===== src/rtl/mega_mul_seq_pkg.sv =====
// ---------------------------------------------------------------------------
// mega_mul_seq_pkg
//   Shared definitions for the sequential MEGA/XMEGA multiply unit:
//   operation mode encodings, FSM state type and small mode-decode helpers.
//   No ports (package).
// ---------------------------------------------------------------------------
package mega_mul_seq_pkg;

  // Operation encodings as issued by the execute stage. Bit 2 selects the
  // fractional (FMUL*) variants; bits 1:0 select operand signedness.
  // Encoding 2'b11 in the low bits is reserved and behaves as unsigned.
  localparam logic [2:0] MEGA_MUL_MODE_MUL    = 3'b000;
  localparam logic [2:0] MEGA_MUL_MODE_MULS   = 3'b001;
  localparam logic [2:0] MEGA_MUL_MODE_MULSU  = 3'b010;
  localparam logic [2:0] MEGA_MUL_MODE_FMUL   = 3'b100;
  localparam logic [2:0] MEGA_MUL_MODE_FMULS  = 3'b101;
  localparam logic [2:0] MEGA_MUL_MODE_FMULSU = 3'b110;

  // Position of the fractional flag inside the mode field.
  localparam int MEGA_MUL_FRAC_BIT = 2;

  // Multiply unit controller states.
  typedef enum logic [1:0] {
    MEGA_MUL_ST_IDLE = 2'd0,
    MEGA_MUL_ST_CALC = 2'd1,
    MEGA_MUL_ST_FIX  = 2'd2,
    MEGA_MUL_ST_DONE = 2'd3
  } mega_mul_state_e;

  // Rd is a signed operand for MULS and MULSU (and their fractional forms).
  function automatic logic mode_rd_signed(input logic [1:0] m);
    return (m == MEGA_MUL_MODE_MULS[1:0]) || (m == MEGA_MUL_MODE_MULSU[1:0]);
  endfunction

  // Rr is a signed operand only for MULS/FMULS.
  function automatic logic mode_rr_signed(input logic [1:0] m);
    return (m == MEGA_MUL_MODE_MULS[1:0]);
  endfunction

endpackage


===== src/rtl/mega_mul_seq_if.sv =====
// ---------------------------------------------------------------------------
// mega_mul_seq_if
//   Execute-stage <-> multiply unit bus.
//   Request side : in_valid, in_ready, mode[2:0], rd, rr
//   Response side: out_valid, out_ready, R[2*WIDTH-1:0], flag_c, flag_z
//   Status       : busy
//   master = execute stage (issues operands, consumes result)
//   slave  = multiply unit
// ---------------------------------------------------------------------------
interface mega_mul_seq_if #(
  parameter int WIDTH = 8
) ();

  logic                 in_valid;
  logic                 in_ready;
  logic [2:0]           mode;
  logic [WIDTH-1:0]     rd;
  logic [WIDTH-1:0]     rr;
  logic                 out_valid;
  logic                 out_ready;
  logic [2*WIDTH-1:0]   R;
  logic                 flag_c;
  logic                 flag_z;
  logic                 busy;

  modport master (
    output in_valid, mode, rd, rr, out_ready,
    input  in_ready, out_valid, R, flag_c, flag_z, busy
  );

  modport slave (
    input  in_valid, mode, rd, rr, out_ready,
    output in_ready, out_valid, R, flag_c, flag_z, busy
  );

endinterface


===== src/rtl/mega_mul_seq_step.sv =====
// ---------------------------------------------------------------------------
// mega_mul_step
//   One iteration of the shift-add multiplier: adds the (already aligned)
//   multiplicand times the current BITS_PER_CYCLE-bit multiplier slice into
//   the accumulator. Purely combinational.
//   i_acc   [2*WIDTH-1:0]     accumulator before this iteration
//   i_mcand [2*WIDTH-1:0]     multiplicand, pre-shifted to this slice's weight
//   i_slice [BITS_PER_CYCLE-1:0] low multiplier bits retired this cycle
//   o_acc   [2*WIDTH-1:0]     accumulator after this iteration
// ---------------------------------------------------------------------------
module mega_mul_step #(
  parameter int WIDTH          = 8,
  parameter int BITS_PER_CYCLE = 1
) (
  input  logic [2*WIDTH-1:0]        i_acc,
  input  logic [2*WIDTH-1:0]        i_mcand,
  input  logic [BITS_PER_CYCLE-1:0] i_slice,
  output logic [2*WIDTH-1:0]        o_acc
);

  logic [2*WIDTH-1:0] w_sum;

  // Each set bit of the slice contributes the multiplicand at that bit's
  // weight. The sum is taken modulo 2^(2*WIDTH); the true product of two
  // WIDTH-bit magnitudes always fits, so nothing is lost.
  always_comb begin
    w_sum = i_acc;
    for (int b = 0; b < BITS_PER_CYCLE; b++) begin
      if (i_slice[b]) begin
        w_sum = w_sum + (i_mcand << b);
      end
    end
  end

  assign o_acc = w_sum;

endmodule


===== src/rtl/mega_mul_seq.sv =====
// ---------------------------------------------------------------------------
// mega_mul_seq
//   Iterative multiply unit for MUL/MULS/MULSU/FMUL/FMULS/FMULSU.
//   Operands are converted to sign + magnitude on acceptance, the magnitudes
//   are multiplied by a shift-add loop retiring BITS_PER_CYCLE multiplier
//   bits per cycle, and the sign, fractional shift and flags are applied in
//   a single fix-up cycle.
//   clk    in  core clock, rising edge
//   rst_n  in  asynchronous reset, active low
//   flush  in  synchronous abort of any operation in flight
//   bus    slave side of mega_mul_seq_if (operand handshake, result
//          handshake, R, flag_c, flag_z, busy)
// ---------------------------------------------------------------------------
module mega_mul_seq
  import mega_mul_seq_pkg::*;
#(
  parameter int WIDTH          = 8,
  parameter int BITS_PER_CYCLE = 1
) (
  input  logic          clk,
  input  logic          rst_n,
  input  logic          flush,
  mega_mul_seq_if.slave bus
);

  localparam int N = WIDTH / BITS_PER_CYCLE;
  localparam int CNT_W = (N > 1) ? $clog2(N) : 1;
  localparam logic [CNT_W-1:0] CNT_LAST = CNT_W'(N - 1);
  localparam logic [CNT_W-1:0] CNT_ONE  = CNT_W'(1);

  mega_mul_state_e        r_state;
  logic                   r_frac;
  logic                   r_neg;
  logic [2*WIDTH-1:0]     r_mcand;
  logic [WIDTH-1:0]       r_mplier;
  logic [2*WIDTH-1:0]     r_acc;
  logic [CNT_W-1:0]       r_cnt;
  logic [2*WIDTH-1:0]     r_result;
  logic                   r_flag_c;
  logic                   r_flag_z;
  logic                   r_in_ready;
  logic                   r_out_valid;
  logic                   r_busy;

  logic                   w_accept;
  logic                   w_rd_neg;
  logic                   w_rr_neg;
  logic [WIDTH-1:0]       w_rd_abs;
  logic [WIDTH-1:0]       w_rr_abs;
  logic [2*WIDTH-1:0]     w_acc_next;
  logic [2*WIDTH-1:0]     w_prod;
  logic [2*WIDTH-1:0]     w_result;

  // in_ready is only ever high in IDLE, so this is the accept condition.
  // flush still wins inside the FSM.
  assign w_accept = r_in_ready && bus.in_valid;

  // Operand conditioning: signed operands are turned into magnitudes and the
  // product sign is remembered separately. Negating the most negative value
  // wraps back to itself, which read as unsigned is exactly 2^(WIDTH-1).
  always_comb begin
    w_rd_neg = mode_rd_signed(bus.mode[1:0]) && bus.rd[WIDTH-1];
    w_rr_neg = mode_rr_signed(bus.mode[1:0]) && bus.rr[WIDTH-1];
    w_rd_abs = w_rd_neg ? -bus.rd : bus.rd;
    w_rr_abs = w_rr_neg ? -bus.rr : bus.rr;
  end

  // Sign fix-up and fractional alignment of the finished magnitude product.
  // The carry flag is taken from the unshifted product, zero from the final
  // (possibly shifted) result.
  always_comb begin
    w_prod   = r_neg ? -r_acc : r_acc;
    w_result = r_frac ? {w_prod[2*WIDTH-2:0], 1'b0} : w_prod;
  end

  mega_mul_step #(
    .WIDTH          (WIDTH),
    .BITS_PER_CYCLE (BITS_PER_CYCLE)
  ) u_step (
    .i_acc   (r_acc),
    .i_mcand (r_mcand),
    .i_slice (r_mplier[BITS_PER_CYCLE-1:0]),
    .o_acc   (w_acc_next)
  );

  // Controller and datapath registers. All handshake outputs are registered
  // here so the execute stage sees clean, glitch-free status. The multiplicand
  // moves left while the multiplier moves right, so the step adder always
  // works on the current slice at its correct weight. R and the flags are
  // only written in FIX; flush and DONE->IDLE leave them holding the last
  // reported result.
  always_ff @(posedge clk or negedge rst_n) begin
    if (!rst_n) begin
      r_state     <= MEGA_MUL_ST_IDLE;
      r_frac      <= 1'b0;
      r_neg       <= 1'b0;
      r_mcand     <= '0;
      r_mplier    <= '0;
      r_acc       <= '0;
      r_cnt       <= '0;
      r_result    <= '0;
      r_flag_c    <= 1'b0;
      r_flag_z    <= 1'b0;
      r_in_ready  <= 1'b1;
      r_out_valid <= 1'b0;
      r_busy      <= 1'b0;
    end else if (flush) begin
      r_state     <= MEGA_MUL_ST_IDLE;
      r_in_ready  <= 1'b1;
      r_out_valid <= 1'b0;
      r_busy      <= 1'b0;
    end else begin
      case (r_state)
        MEGA_MUL_ST_IDLE: begin
          if (w_accept) begin
            r_frac     <= bus.mode[MEGA_MUL_FRAC_BIT];
            r_neg      <= w_rd_neg ^ w_rr_neg;
            r_mcand    <= {{WIDTH{1'b0}}, w_rd_abs};
            r_mplier   <= w_rr_abs;
            r_acc      <= '0;
            r_cnt      <= '0;
            r_in_ready <= 1'b0;
            r_busy     <= 1'b1;
            r_state    <= MEGA_MUL_ST_CALC;
          end
        end
        MEGA_MUL_ST_CALC: begin
          r_acc    <= w_acc_next;
          r_mcand  <= r_mcand << BITS_PER_CYCLE;
          r_mplier <= r_mplier >> BITS_PER_CYCLE;
          if (r_cnt == CNT_LAST) begin
            r_state <= MEGA_MUL_ST_FIX;
          end else begin
            r_cnt <= r_cnt + CNT_ONE;
          end
        end
        MEGA_MUL_ST_FIX: begin
          r_result    <= w_result;
          r_flag_c    <= w_prod[2*WIDTH-1];
          r_flag_z    <= (w_result == '0);
          r_out_valid <= 1'b1;
          r_state     <= MEGA_MUL_ST_DONE;
        end
        MEGA_MUL_ST_DONE: begin
          if (bus.out_ready) begin
            r_out_valid <= 1'b0;
            r_in_ready  <= 1'b1;
            r_busy      <= 1'b0;
            r_state     <= MEGA_MUL_ST_IDLE;
          end
        end
        default: begin
          r_state <= MEGA_MUL_ST_IDLE;
        end
      endcase
    end
  end

  assign bus.in_ready  = r_in_ready;
  assign bus.out_valid = r_out_valid;
  assign bus.R         = r_result;
  assign bus.flag_c    = r_flag_c;
  assign bus.flag_z    = r_flag_z;
  assign bus.busy      = r_busy;

endmodule


===== src/flat_wrapper.sv =====
// flat-port wrapper written by rule: the top's interface ports become plain ports
module mega_mul_seq_flat import mega_mul_seq_pkg::*;
#(
  parameter int WIDTH          = 8,
  parameter int BITS_PER_CYCLE = 1
)
  (clk, rst_n, flush, bus_in_valid, bus_mode, bus_rd, bus_rr, bus_out_ready, bus_in_ready, bus_out_valid, bus_R, bus_flag_c, bus_flag_z, bus_busy);
  mega_mul_seq_if #(.WIDTH(WIDTH)) bus_i ();
  input  logic clk;
  input  logic rst_n;
  input  logic flush;
  input wire logic [$bits(bus_i.in_valid)-1:0] bus_in_valid;
  input wire logic [$bits(bus_i.mode)-1:0] bus_mode;
  input wire logic [$bits(bus_i.rd)-1:0] bus_rd;
  input wire logic [$bits(bus_i.rr)-1:0] bus_rr;
  input wire logic [$bits(bus_i.out_ready)-1:0] bus_out_ready;
  output wire logic [$bits(bus_i.in_ready)-1:0] bus_in_ready;
  output wire logic [$bits(bus_i.out_valid)-1:0] bus_out_valid;
  output wire logic [$bits(bus_i.R)-1:0] bus_R;
  output wire logic [$bits(bus_i.flag_c)-1:0] bus_flag_c;
  output wire logic [$bits(bus_i.flag_z)-1:0] bus_flag_z;
  output wire logic [$bits(bus_i.busy)-1:0] bus_busy;
  assign bus_i.in_valid = bus_in_valid;
  assign bus_i.mode = bus_mode;
  assign bus_i.rd = bus_rd;
  assign bus_i.rr = bus_rr;
  assign bus_i.out_ready = bus_out_ready;
  assign bus_in_ready = bus_i.in_ready;
  assign bus_out_valid = bus_i.out_valid;
  assign bus_R = bus_i.R;
  assign bus_flag_c = bus_i.flag_c;
  assign bus_flag_z = bus_i.flag_z;
  assign bus_busy = bus_i.busy;
  mega_mul_seq #(.WIDTH(WIDTH), .BITS_PER_CYCLE(BITS_PER_CYCLE)) u_core (.clk(clk), .rst_n(rst_n), .flush(flush), .bus(bus_i));
endmodule

===== config.mk =====
export PLATFORM = sky130hd
export DESIGN_NAME = mega_mul_seq_flat
export DESIGN_NICKNAME = d
export VERILOG_FILES = /design/src/rtl/mega_mul_seq_pkg.sv /design/src/rtl/mega_mul_seq_if.sv /design/src/rtl/mega_mul_seq_step.sv /design/src/rtl/mega_mul_seq.sv /design/src/flat_wrapper.sv
export SDC_FILE = /design/constraint.sdc
export NUM_CORES = 1
export LEC_CHECK = 0
export ABC_AREA = 1
export CAP_MARGIN = 15
export CORE_MARGIN = 2
export CORE_UTILIZATION = 59
export CTS_CLUSTER_DIAMETER = 120
export DETAILED_ROUTE_END_ITERATION = 10
export PLACE_DENSITY = 0.83
export SKIP_LAST_GASP = 1
export SLEW_MARGIN = 20
export SYNTH_ARGS = -nofsm -noshare
export SYNTH_HDL_FRONTEND = slang
export SYNTH_HIERARCHICAL = 1
export SYNTH_SLANG_ARGS = --single-unit
export TNS_END_PERCENT = 20

===== constraint.sdc =====
create_clock -name clk -period 2.6 [get_ports clk]
set_input_delay 0.52 -clock clk [delete_from_list [all_inputs] [get_ports clk]]
set_output_delay 0.52 -clock clk [all_outputs]
set_load 0.02 [all_outputs]

==> reports/metrics.cfg <==
[cts]
cts_root_buffer = clkbuf_8
cts_tree = built
ctsLongestPathBuffers = 2
clock_sinks = 68
htree_num_levels = 3
insertion_delay_ns = 0.36
cts.reportedPaths.clkPinSlew_ns = 0.08
postCtsSetupRepairBufs = 0
cts_buffers = 9

[sta]
finalSetupTns_ns = 0
finClkSkew_ns = 0.0132
clock.fmax_ghz = 0.461
fin_crit_ns = 2.17
tightestPinTransition_ns = 0.769
post-route-period-util_pct = 83.5
relSlewSlack_pct = 48.8
setup_viol = 0
hold_viol = 0
rsz0062_at_grt = no
drv_slew = 0

[synthesis]
synth_cell_type_count = 40
synthCells = 726
synth_most_common_cell = nand2_1
ys_seq_area_share_pct = 34.6
synth-compound-area-share_pct = 14.1
ys.flop_type = dfrtp_1
avgSynthCellArea_sq_um = 6.77
synth_seq_cells = 68
syn-num-nets = 776
netlist_area_sq_mm = 0.00492
synthAdderAreaFrac_pct = 6.77
synth-xor-area-share_pct = 0.891
synth_simple_gate_area_share_pct = 34.8
synth_top_area_share_pct = 34.1
yosys_warnings = 6
synthTopCellsByCount = 229 x nand2_1, 83 x nand3_1, 73 x inv_1
synthArstFlopShare_pct = 100
synth_top_family_by_area = simple AND/OR/NAND/NOR gates
yosysTopAreaCell = dfrtp_1
synth.area.top_cells = dfrtp_1 34%, nand2_1 17%, nand3_1 8.4%
synthMuxAreaShare_pct = 0
synth_edf_count = 0

[power]
p_seq_share_pct = 30.2
internal_power_mw = 3.30
clock_power_share_pct = 13.5
netSwitchingFraction_pct = 49.5
combPwrFrac_pct = 56.3
p_leak_nw = 2.87
max-vdd-ir-drop_mv = 0.732
p_per_area_mw_per_mm2 = 1160
p_total_mw = 6.54
power.switching_mw = 3.23

[floorplan]
io_pins = 45
std_cell_rows = 33
core_area_sq_mm = 0.00813
start_util_pct = 60.5
die_h_microns = 95.3
chipWidth_microns = 95.3
dieArea_sq_mm = 0.00908

[place]
hpwl_microns = 9150
port_buffers = 44
gp_congestion = 0.941

[setup_path]
cp.arrival_ns = 2.40
worstSetupPathType = reg2reg
startpoint_type = register
reg2reg_setup_slack_ns = 0.43
critPathSlowestCell = dfrtp_1
endpoint_kind = register
crit_chain = ha_1 -> fa_1 -> nand2_1 -> nand2_1 -> nand3_1 -> nand2_1 -> or2_1 -> nand3_1 -> nand2_1 -> nand3_1 -> o21ai_0
critPathMaxFanout = 5
cp_data_required_time_ns = 2.83
path_buf_inv = 0
cp_common_cell = nand2_1
cp_slowest_stage_delay_ns = 0.44
crit_family = simple AND/OR/NAND/NOR gates

[global_route]
grt_overflow_total = 0
grt_pass1_wl_microns = 21000
grt_antenna_before_repair = 0
gr-usage-all-layers_pct = 29.3
grt_max_degree = 54
first_global_vias = 4794

[routing]
drtIter0Drc = 293
routed_wl_microns = 12400
vias_per_cell = 5.63
wl_per_cell_microns = 14.1
ant_nets = 0
vias = 4933
firstDrtPassIters = 6
drc_errors = 0

[layout]
syn2layout_area_growth_pct = 14.4
insertedDiodeCount = 0
fin_nets = 816
drive_above_1_share_pct = 6.36

[flow_run]
drv_cap = 0

[hold_path]
min_path_type = reg2reg

[status]
outcome = completed

==> layout make-up <==
cell class | instances | area (sq um)
clock inverter | 6 | 63.8
tap | 105 | 131
sequential | 68 | 1700
fill | 682 | 2510
inverter | 83 | 317
clock buffer | 10 | 128
multi-input combinational | 553 | 2780
timing repair buffer | 51 | 503
==> worst reg2reg max path: cells and delay by family (launching register included) <==
family,cells,cell delay [ns]
flip-flops,1,0.44
adder cells (fa/ha/maj),2,0.64
AND/OR/NAND/NOR,8,0.88
AO/OA/AOI/OAI,1,0.08
==> metal layers <==
| metal | global-route usage (%) | share of wire [%] | up-vias |
|---|---|---|---|
| met3 | 5.30 | 4.7 | 23 |
| li1 | - | - | 2463 |
| met4 | 10.1 | 1.5 | 0 |
| met2 | 51.9 | 50 | 147 |
| met1 | 35.6 | 44 | 2300 |
| met5 | 0 | 0 | - |
==> logic make-up after synthesis <==
group / after synthesis
xor+xnor: 5
simple gates: 400
buf+inv: 105
flops: 68
compound gates: 122
fa+ha+maj: 26
==> what timing repair did <==
| item | in CTS | in global routing |
|---|---|---|
| resized for setup | 0 | 0 |
| hold endpoints to repair | 2 | 0 |
| hold buffers | 1 | 0 |
==> sequential cells by signal (all words and copies together), names as in the netlist <==
| name | cells |
|---|---|
| u_core/bus.R | 16 |
| u_core/r_acc | 16 |
| u_core/r_mcand | 16 |
| u_core/r_mplier | 8 |
| u_core/r_cnt | 3 |
| u_core/r_state | 2 |
| u_core/bus.busy | 1 |
| u_core/bus.flag_c | 1 |
| u_core/bus.flag_z | 1 |
| u_core/bus.in_ready | 1 |
| u_core/bus.out_valid | 1 |
| u_core/r_frac | 1 |
| u_core/r_neg | 1 |
==> metrics by stage <==
stage	instance area (sq um)	utilization (%)	std cells	worst slack, ns	hold WS, ns
finish	5620	69.1	876	0.430	0.484
global route	5620	69.1	876	0.247	0.514
CTS	5620	69.1	876	0.476	0.489
detailed placement	5420	66.7	859	0.111	0.328
global placement	5420	66.7	859	0.273	0.323
floorplan	4920	-	726	0.767	0.224
==> path summary, 6_finish.rpt <==
check / endpoint / from / cells after the start
min in group asynchronous: u_core/r_mcand[5] / rst_n / 2
worst max register to register: u_core/r_acc[6] / u_core/r_acc[0] / 11
worst min-delay path: u_core/bus.flag_z / u_core/bus.flag_z / 2
worst max-delay path: u_core/r_acc[6] / u_core/r_acc[0] / 11
max in group asynchronous: u_core/bus.in_ready / rst_n / 3
worst min register to register: u_core/bus.flag_z / u_core/bus.flag_z / 2
==> cells in the final DEF, fill, tap and decap left out, types with 3 or more instances in the layout <==
master             n
nand2_1          229
nand3_1           83
inv_1             73
dfrtp_1           67
o21ai_0           66
nor2_1            56
clkdlybuf4s50_1   43
ha_1              25
a21oi_1           24
a31oi_1           10
clkbuf_8           9
o211ai_1           9
inv_2              8
nand2_2            8
o31ai_1            6
nand4_1            5
nor3_1             5
buf_4              5
xnor2_1            4
or2_1              4
o21ai_1            3
==> power by group through the flow <==
| stage | Sequential, mW | Combinational (mW) | Clock, mW |
|---|---|---|---|
| 2_1_floorplan | 1.98 | 2.59 | 0 |
| 3_3_place_gp | 1.95 | 3.51 | 0 |
| 3_5_place_dp | 1.98 | 3.62 | 0 |
| 4_1_cts | 1.97 | 3.64 | 0.893 |
| 5_1_grt | 2.03 | 4.18 | 0.934 |
| 6_report | 1.98 | 3.68 | 0.881 |
Power figures use the tool's default switching activity.
